## config.mk

```make
export PLATFORM = sky130hd
export DESIGN_NAME = i2c_init_seq
export DESIGN_NICKNAME = d
export VERILOG_FILES = /design/src/rtl/i2c_init_seq.sv
export SDC_FILE = /design/constraint.sdc
export NUM_CORES = 1
export LEC_CHECK = 0
export BUFFER_PORTS_ARGS = -buffer_cell sky130_fd_sc_hd__buf_2
export CAP_MARGIN = 20
export CORE_UTILIZATION = 30
export CTS_BUF_LIST = sky130_fd_sc_hd__clkbuf_8
export DETAILED_ROUTE_END_ITERATION = 10
export GPL_TIMING_DRIVEN = 0
export PLACE_DENSITY = 0.62
export SLEW_MARGIN = 30
export SYNTH_ARGS = -nofsm -noshare
export SYNTH_HDL_FRONTEND = slang
export SYNTH_SLANG_ARGS = --single-unit
export TNS_END_PERCENT = 100
```

## constraint.sdc

```tcl
create_clock -name clk -period 2 [get_ports clk]
set_input_delay 0.3 -clock clk [delete_from_list [all_inputs] [get_ports clk]]
set_output_delay 0.3 -clock clk [all_outputs]
set_load 0.005 [all_outputs]
```

## src/rtl/i2c_init_seq.sv

```systemverilog
// Walks a register table and writes each entry to an external I2C device through an
// OpenCores-style I2C master core over Wishbone, with NACK retry and error abort.
module i2c_init_seq #(
  parameter logic [6:0]  DEV_ADDR   = 7'h2A,
  parameter int unsigned N_REGS     = 64,
  parameter int unsigned IDX_W      = 8,
  parameter logic [15:0] PRESCALE   = 16'h0063,
  parameter int unsigned MAX_RETRY  = 3,
  parameter bit          AUTO_START = 1'b1
) (
  input  logic             clk,
  input  logic             rst,
  input  logic             start,
  output logic [IDX_W-1:0] cfg_idx,
  input  logic [15:0]      cfg_word,
  output logic [2:0]       adr,
  output logic [7:0]       dout,
  input  logic [7:0]       din,
  output logic             we,
  output logic             stb,
  output logic             cyc,
  output logic             sel,
  input  logic             ack,
  input  logic             err,
  input  logic             rty,
  output logic             busy,
  output logic             Finish,
  output logic             error,
  output logic [IDX_W-1:0] fail_idx
);

  localparam int unsigned     RW   = (MAX_RETRY < 1) ? 1 : $clog2(MAX_RETRY + 1);
  localparam logic [IDX_W-1:0] LAST = IDX_W'(N_REGS - 1);
  localparam logic [RW-1:0]    RMAX = RW'(MAX_RETRY);

  typedef enum logic [4:0] {
    IDLE, PRE_LO, PRE_HI, EN, LD_DEV, CMD_DEV, POLL_A, LD_REG, CMD_REG, POLL_B,
    LD_DAT, CMD_DAT, POLL_C, NXT, STOP, POLL_BUSY, DONE
  } state_t;

  state_t           state_q, state_d;
  logic [IDX_W-1:0] idx_q, idx_d, fail_q, fail_d;
  logic [RW-1:0]    rtry_q, rtry_d;
  logic             fin_q, fin_d, err_q, err_d;
  logic             cyc_q, cyc_d, we_q, we_d, kick_q;
  logic [2:0]       adr_q, adr_d, acc_adr;
  logic [7:0]       dout_q, dout_d, acc_dout;
  logic             acc_we;
  logic             unused_din;

  assign unused_din = ^{din[5:2], din[0]};

  // Bus access owned by each state; IDLE, NXT and DONE do not touch the bus.
  always_comb begin
    acc_adr  = '0;
    acc_dout = '0;
    acc_we   = 1'b0;
    case (state_q)
      PRE_LO:  begin acc_adr = 3'd0; acc_dout = PRESCALE[7:0];    acc_we = 1'b1; end
      PRE_HI:  begin acc_adr = 3'd1; acc_dout = PRESCALE[15:8];   acc_we = 1'b1; end
      EN:      begin acc_adr = 3'd2; acc_dout = 8'h80;            acc_we = 1'b1; end
      LD_DEV:  begin acc_adr = 3'd3; acc_dout = {DEV_ADDR, 1'b0}; acc_we = 1'b1; end
      CMD_DEV: begin acc_adr = 3'd4; acc_dout = 8'h90;            acc_we = 1'b1; end
      LD_REG:  begin acc_adr = 3'd3; acc_dout = cfg_word[15:8];   acc_we = 1'b1; end
      CMD_REG: begin acc_adr = 3'd4; acc_dout = 8'h10;            acc_we = 1'b1; end
      LD_DAT:  begin acc_adr = 3'd3; acc_dout = cfg_word[7:0];    acc_we = 1'b1; end
      CMD_DAT: begin acc_adr = 3'd4; acc_dout = 8'h50;            acc_we = 1'b1; end
      STOP:    begin acc_adr = 3'd4; acc_dout = 8'h40;            acc_we = 1'b1; end
      POLL_A, POLL_B, POLL_C, POLL_BUSY: acc_adr = 3'd4;
      default: ;
    endcase
  end

  always_comb begin
    state_d = state_q;
    idx_d   = idx_q;
    fail_d  = fail_q;
    rtry_d  = rtry_q;
    fin_d   = fin_q;
    err_d   = err_q;
    cyc_d   = cyc_q;
    we_d    = we_q;
    adr_d   = adr_q;
    dout_d  = dout_q;
    if (state_q == IDLE) begin
      if (start || kick_q) begin
        state_d = PRE_LO;
        fin_d   = 1'b0;
        err_d   = 1'b0;
        idx_d   = '0;
        rtry_d  = '0;
      end
    end else if (state_q == NXT) begin
      rtry_d = '0;
      if (idx_q == LAST) begin
        state_d = DONE;
      end else begin
        idx_d   = idx_q + 1'b1;
        state_d = LD_DEV;
      end
    end else if (state_q == DONE) begin
      fin_d   = 1'b1;
      state_d = IDLE;
    end else if (!cyc_q) begin
      // First cycle in a bus state (or after a rty idle): launch the access.
      cyc_d  = 1'b1;
      adr_d  = acc_adr;
      dout_d = acc_dout;
      we_d   = acc_we;
    end else if (err) begin
      cyc_d   = 1'b0;
      err_d   = 1'b1;
      fail_d  = idx_q;
      state_d = IDLE;
    end else if (rty) begin
      cyc_d = 1'b0;
    end else if (ack) begin
      cyc_d = 1'b0;
      case (state_q)
        PRE_LO:  state_d = PRE_HI;
        PRE_HI:  state_d = EN;
        EN:      state_d = LD_DEV;
        LD_DEV:  state_d = CMD_DEV;
        CMD_DEV: state_d = POLL_A;
        POLL_A:  if (!din[1]) state_d = din[7] ? STOP : LD_REG;
        LD_REG:  state_d = CMD_REG;
        CMD_REG: state_d = POLL_B;
        POLL_B:  if (!din[1]) state_d = din[7] ? STOP : LD_DAT;
        LD_DAT:  state_d = CMD_DAT;
        CMD_DAT: state_d = POLL_C;
        POLL_C:  if (!din[1]) state_d = din[7] ? STOP : NXT;
        STOP:    state_d = POLL_BUSY;
        POLL_BUSY: begin
          if (!din[6]) begin
            if (rtry_q < RMAX) begin
              rtry_d  = rtry_q + RW'(1);
              state_d = LD_DEV;
            end else begin
              err_d   = 1'b1;
              fail_d  = idx_q;
              state_d = IDLE;
            end
          end
        end
        default: state_d = IDLE;
      endcase
    end
  end

  always_ff @(posedge clk or negedge rst) begin
    if (!rst) begin
      state_q <= IDLE;
      idx_q   <= '0;
      fail_q  <= '0;
      rtry_q  <= '0;
      fin_q   <= 1'b0;
      err_q   <= 1'b0;
      cyc_q   <= 1'b0;
      we_q    <= 1'b0;
      adr_q   <= '0;
      dout_q  <= '0;
      kick_q  <= AUTO_START;
    end else begin
      state_q <= state_d;
      idx_q   <= idx_d;
      fail_q  <= fail_d;
      rtry_q  <= rtry_d;
      fin_q   <= fin_d;
      err_q   <= err_d;
      cyc_q   <= cyc_d;
      we_q    <= we_d;
      adr_q   <= adr_d;
      dout_q  <= dout_d;
      kick_q  <= 1'b0;
    end
  end

  assign cfg_idx  = idx_q;
  assign adr      = adr_q;
  assign dout     = dout_q;
  assign we       = we_q;
  assign cyc      = cyc_q;
  assign stb      = cyc_q;
  assign sel      = cyc_q;
  assign busy     = (state_q != IDLE);
  assign Finish   = fin_q;
  assign error    = err_q;
  assign fail_idx = fail_q;

endmodule

```

==> run summary <==
Xor and xnor fraction of the mapped netlist area -> 2.99%
Yosys top cell by area -> dfrtp_1
Mux cell area share after synthesis -> 7.11%
Hold/Removal Path Class -> input pin to flop
Main synth FF type -> dfrtp_1
Total power -> 3.54 mW
Average cell area after synthesis -> 9.96 um^2
Fin nets -> 337
Port bufs -> 57
Post-Synth Simple-Gate Area -> 20.8%
WP data arrival -> 2130 ps
Origin of the critical flop-to-flop path -> state_q[3]
WL final -> 6130 um
H-Tree Depth -> 2
Crit path kind -> flop to flop
Ant. Diodes -> 0
Remaining global-route overflow -> 0
Maxcap violations -> 0
Number of CTS-inserted buffers -> 5
Setup ws final -> 50.8 ps
Post-synth EDFFs -> 0
Sequential cell area -> 980 um^2
Run status -> complete, no violations
Core footprint -> 0.00741 mm^2
Final worst path period share -> 97.5%
Flops & latches, synth -> 39
Ys Warns -> 0
Mapped Cells -> 235
Final Non-Filler Cells -> 405
CP startpoint kind -> flop
Post-place instance area -> 0.00275 mm^2
TritonCTS clock tree -> yes
Cell with the most instances after synthesis -> dfrtp_1
Switching share of power -> 40.3%
GRT Util Overall -> 15.3%
Syn nets -> 267
Hold_ws -> 328 ps
Vias per inst -> 5.06
Max-slew headroom -> 52.8%
Synth Area in Adders -> 1.07%
Reg power frac -> 29.5%
Skew final -> 18.6 ps
Cell Int Power -> 2.11 mW
Max frequency -> 0.513 GHz
Tmin final -> 1950 ps
Final hold vios -> 0
RSZ-0062 raised after global routing -> true
Longest Clk Path Bufs -> 2
GP Congestion -> 0.846
Worst slew pin tran -> 702 ps
Crit path max fanout -> 5
Req. time, crit path -> 2180 ps
FILL cells -> 761
Die Span Y -> 90.3 um
Synth area leaders -> dfrtp_1 (41%), mux2_4 (5.8%), a22o_1 (5.6%)
Share of the synthesized area in the top cell type -> 40.6%
Worst slack, placed -> -140 ps
Routed Antenna Nets -> 0
Die Wd -> 90.3 um
Main combinational cell family by area after synthesis -> compound AO/OA/AOI/OAI gates
Yosys cell types -> 59
Mapped Area -> 0.00234 mm^2
Antenna violations before repair -> 0
Largest net degree at the start of global routing -> 40
Worst Setup End Kind -> flop
Placed cells -> 391
Final core occ -> 40.0%
VDD IR-drop max -> 472 uV
Initial Utilization -> 31.6%
Finished layout cell area -> 0.00296 mm^2
Clock root buffer -> clkbuf_8
Final Setup Violations -> 0
Pwr Density -> 1190 mW/mm^2
Asr flop ratio synth -> 100%
Drt pass-1 iters -> 4
Hold Crit Depth -> 3
Post-DP HPWL -> 4480 um
Wirelength per Cell -> 15.1 um
Drt drc -> 0
Worst reg-to-reg setup slack -> 50 ps
DIE AREA -> 0.00816 mm^2
Reg2Reg Capture Point -> state_q[2]
LEAKAGE -> 1.44 nW
Compound-Gate Fraction of Synth Area -> 21.2%
Setup TNS -> 0 ps
Rows -> 31
Reg2Reg Depth -> 5
Area grow syn2layout -> 26.6%
First-pass GRT wire length -> 9980 um
DR iter-0 viols -> 166
Most common library cells after synthesis -> dfrtp_1 (38), nor2_1 (23), a21oi_1 (15), a22o_1 (15), nand2_1 (14)
I/O pin count -> 64
Comb pwr share -> 51.4%
Fin. max-slew vios -> 0
Clock power share -> 19.1%
Multi-input gate area -> 0.00128 mm^2
Skew-Pair Late Insertion Delay -> 300 ps
Vias in the first global route -> 1902
Hold endpoint -> dout[7]
Seq/Total Area, Yosys -> 41.8%
Min-delay src -> cfg_word[7]
Switching pwr -> 1.43 mW
Routed vias -> 2050
Share of cells above drive strength 1 -> 36.9%
Register clock-pin slew on the reported worst setup and hold paths -> 100 ps
# clock sinks -> 39
[worst max-delay path by stage]
stage	from	endpoint	slack, ps	cells after the start
2_1_floorplan	cfg_idx[0]	cfg_idx[5]	100	6
4_1_cts	cfg_idx[0]	cfg_idx[4]	20	7
5_1_grt	state_q[0]	state_q[0]	-40	8
3_5_place_dp	cfg_idx[0]	cfg_idx[4]	-140	6
6_report	state_q[3]	state_q[2]	50	5
3_3_place_gp	state_q[1]	fail_idx[0]	-150	4
[critical path, cell delays in order, from the launching register on]
cell,delay (ps)
dfrtp_1,440
or3_4,420
a21o_4,240
a221oi_4,260
nand2_2,150
mux2_4,310
[layer usage]
| metal | wire length [um] | GRT usage (%) | vias up |
|---|---|---|---|
| li1 | - | - | 1002 |
| met1 | 3010 | 22.0 | 972 |
| met2 | 2730 | 23.2 | 64 |
| met3 | 289 | 2.95 | 12 |
| met4 | 106 | 4.44 | 0 |
| met5 | 0 | 0 | - |
[area by class of cell]
cell class              instances  share of cell area, %
clock buffers                   5                   2.32
well taps                      99                   4.18
inverters                      10                   1.27
plain buffers                  15                   2.87
multi-input cells             171                   43.1
flip-flops and latches         39                   33.1
clock inverters                 3                   1.48
repair buffers                 63                   11.7
[cells in the final DEF, fill, tap and decap left out, drive strengths merged, types with 6 or more instances in the layout]
| master | count |
|---|---|
| buf | 69 |
| dfrtp | 38 |
| nor2 | 23 |
| a21oi | 16 |
| a22o | 15 |
| nand2 | 15 |
| clkbuf | 13 |
| inv | 10 |
| mux2 | 10 |
| nor3 | 10 |
| o21ai | 9 |
| nand2b | 8 |
| xor2 | 7 |
| nand4 | 6 |
[power groups by stage]
stage,clock (mW),combinational [mW],sequential (mW)
final,0.676,1.82,1.04
after global routing,0.725,1.97,1.07
after CTS,0.688,1.76,1.04
after detailed placement,0,1.69,1.06
after global placement,0,1.68,1.05
after floorplan,0,1.21,1.05
[repair_timing]
action | 4_1_cts | 5_1_grt
resized for setup | 4 | 12
hold buffers | 0 | 1
endpoints found under the setup margin | 18 | 23
setup buffers | 4 | 1
cloned | 0 | 0
pin swaps | 2 | 0
hold endpoints to repair | 0 | 3
[kinds of logic (layout without fill, tap and decap cells)]
family,count (synthesis),in the layout
AO/OA/AOI/OAI,64,64
XOR/XNOR,8,8
adder cells (fa/ha/maj),2,2
buffers and inverters,25,96
flip-flops,39,39
multiplexers,12,12
other,1,1
AND/OR/NAND/NOR,84,84
[registers in the layout (all words and copies together) (netlist names)]
| register | count |
|---|---|
| cyc | 1 |
| dout | 8 |
| error | 1 |
| rtry_q | 2 |
| fail_idx | 8 |
| adr | 3 |
| kick_q | 1 |
| Finish | 1 |
| cfg_idx | 8 |
| state_q | 5 |
| we | 1 |
No activity file was read; power rests on OpenSTA's default activity.
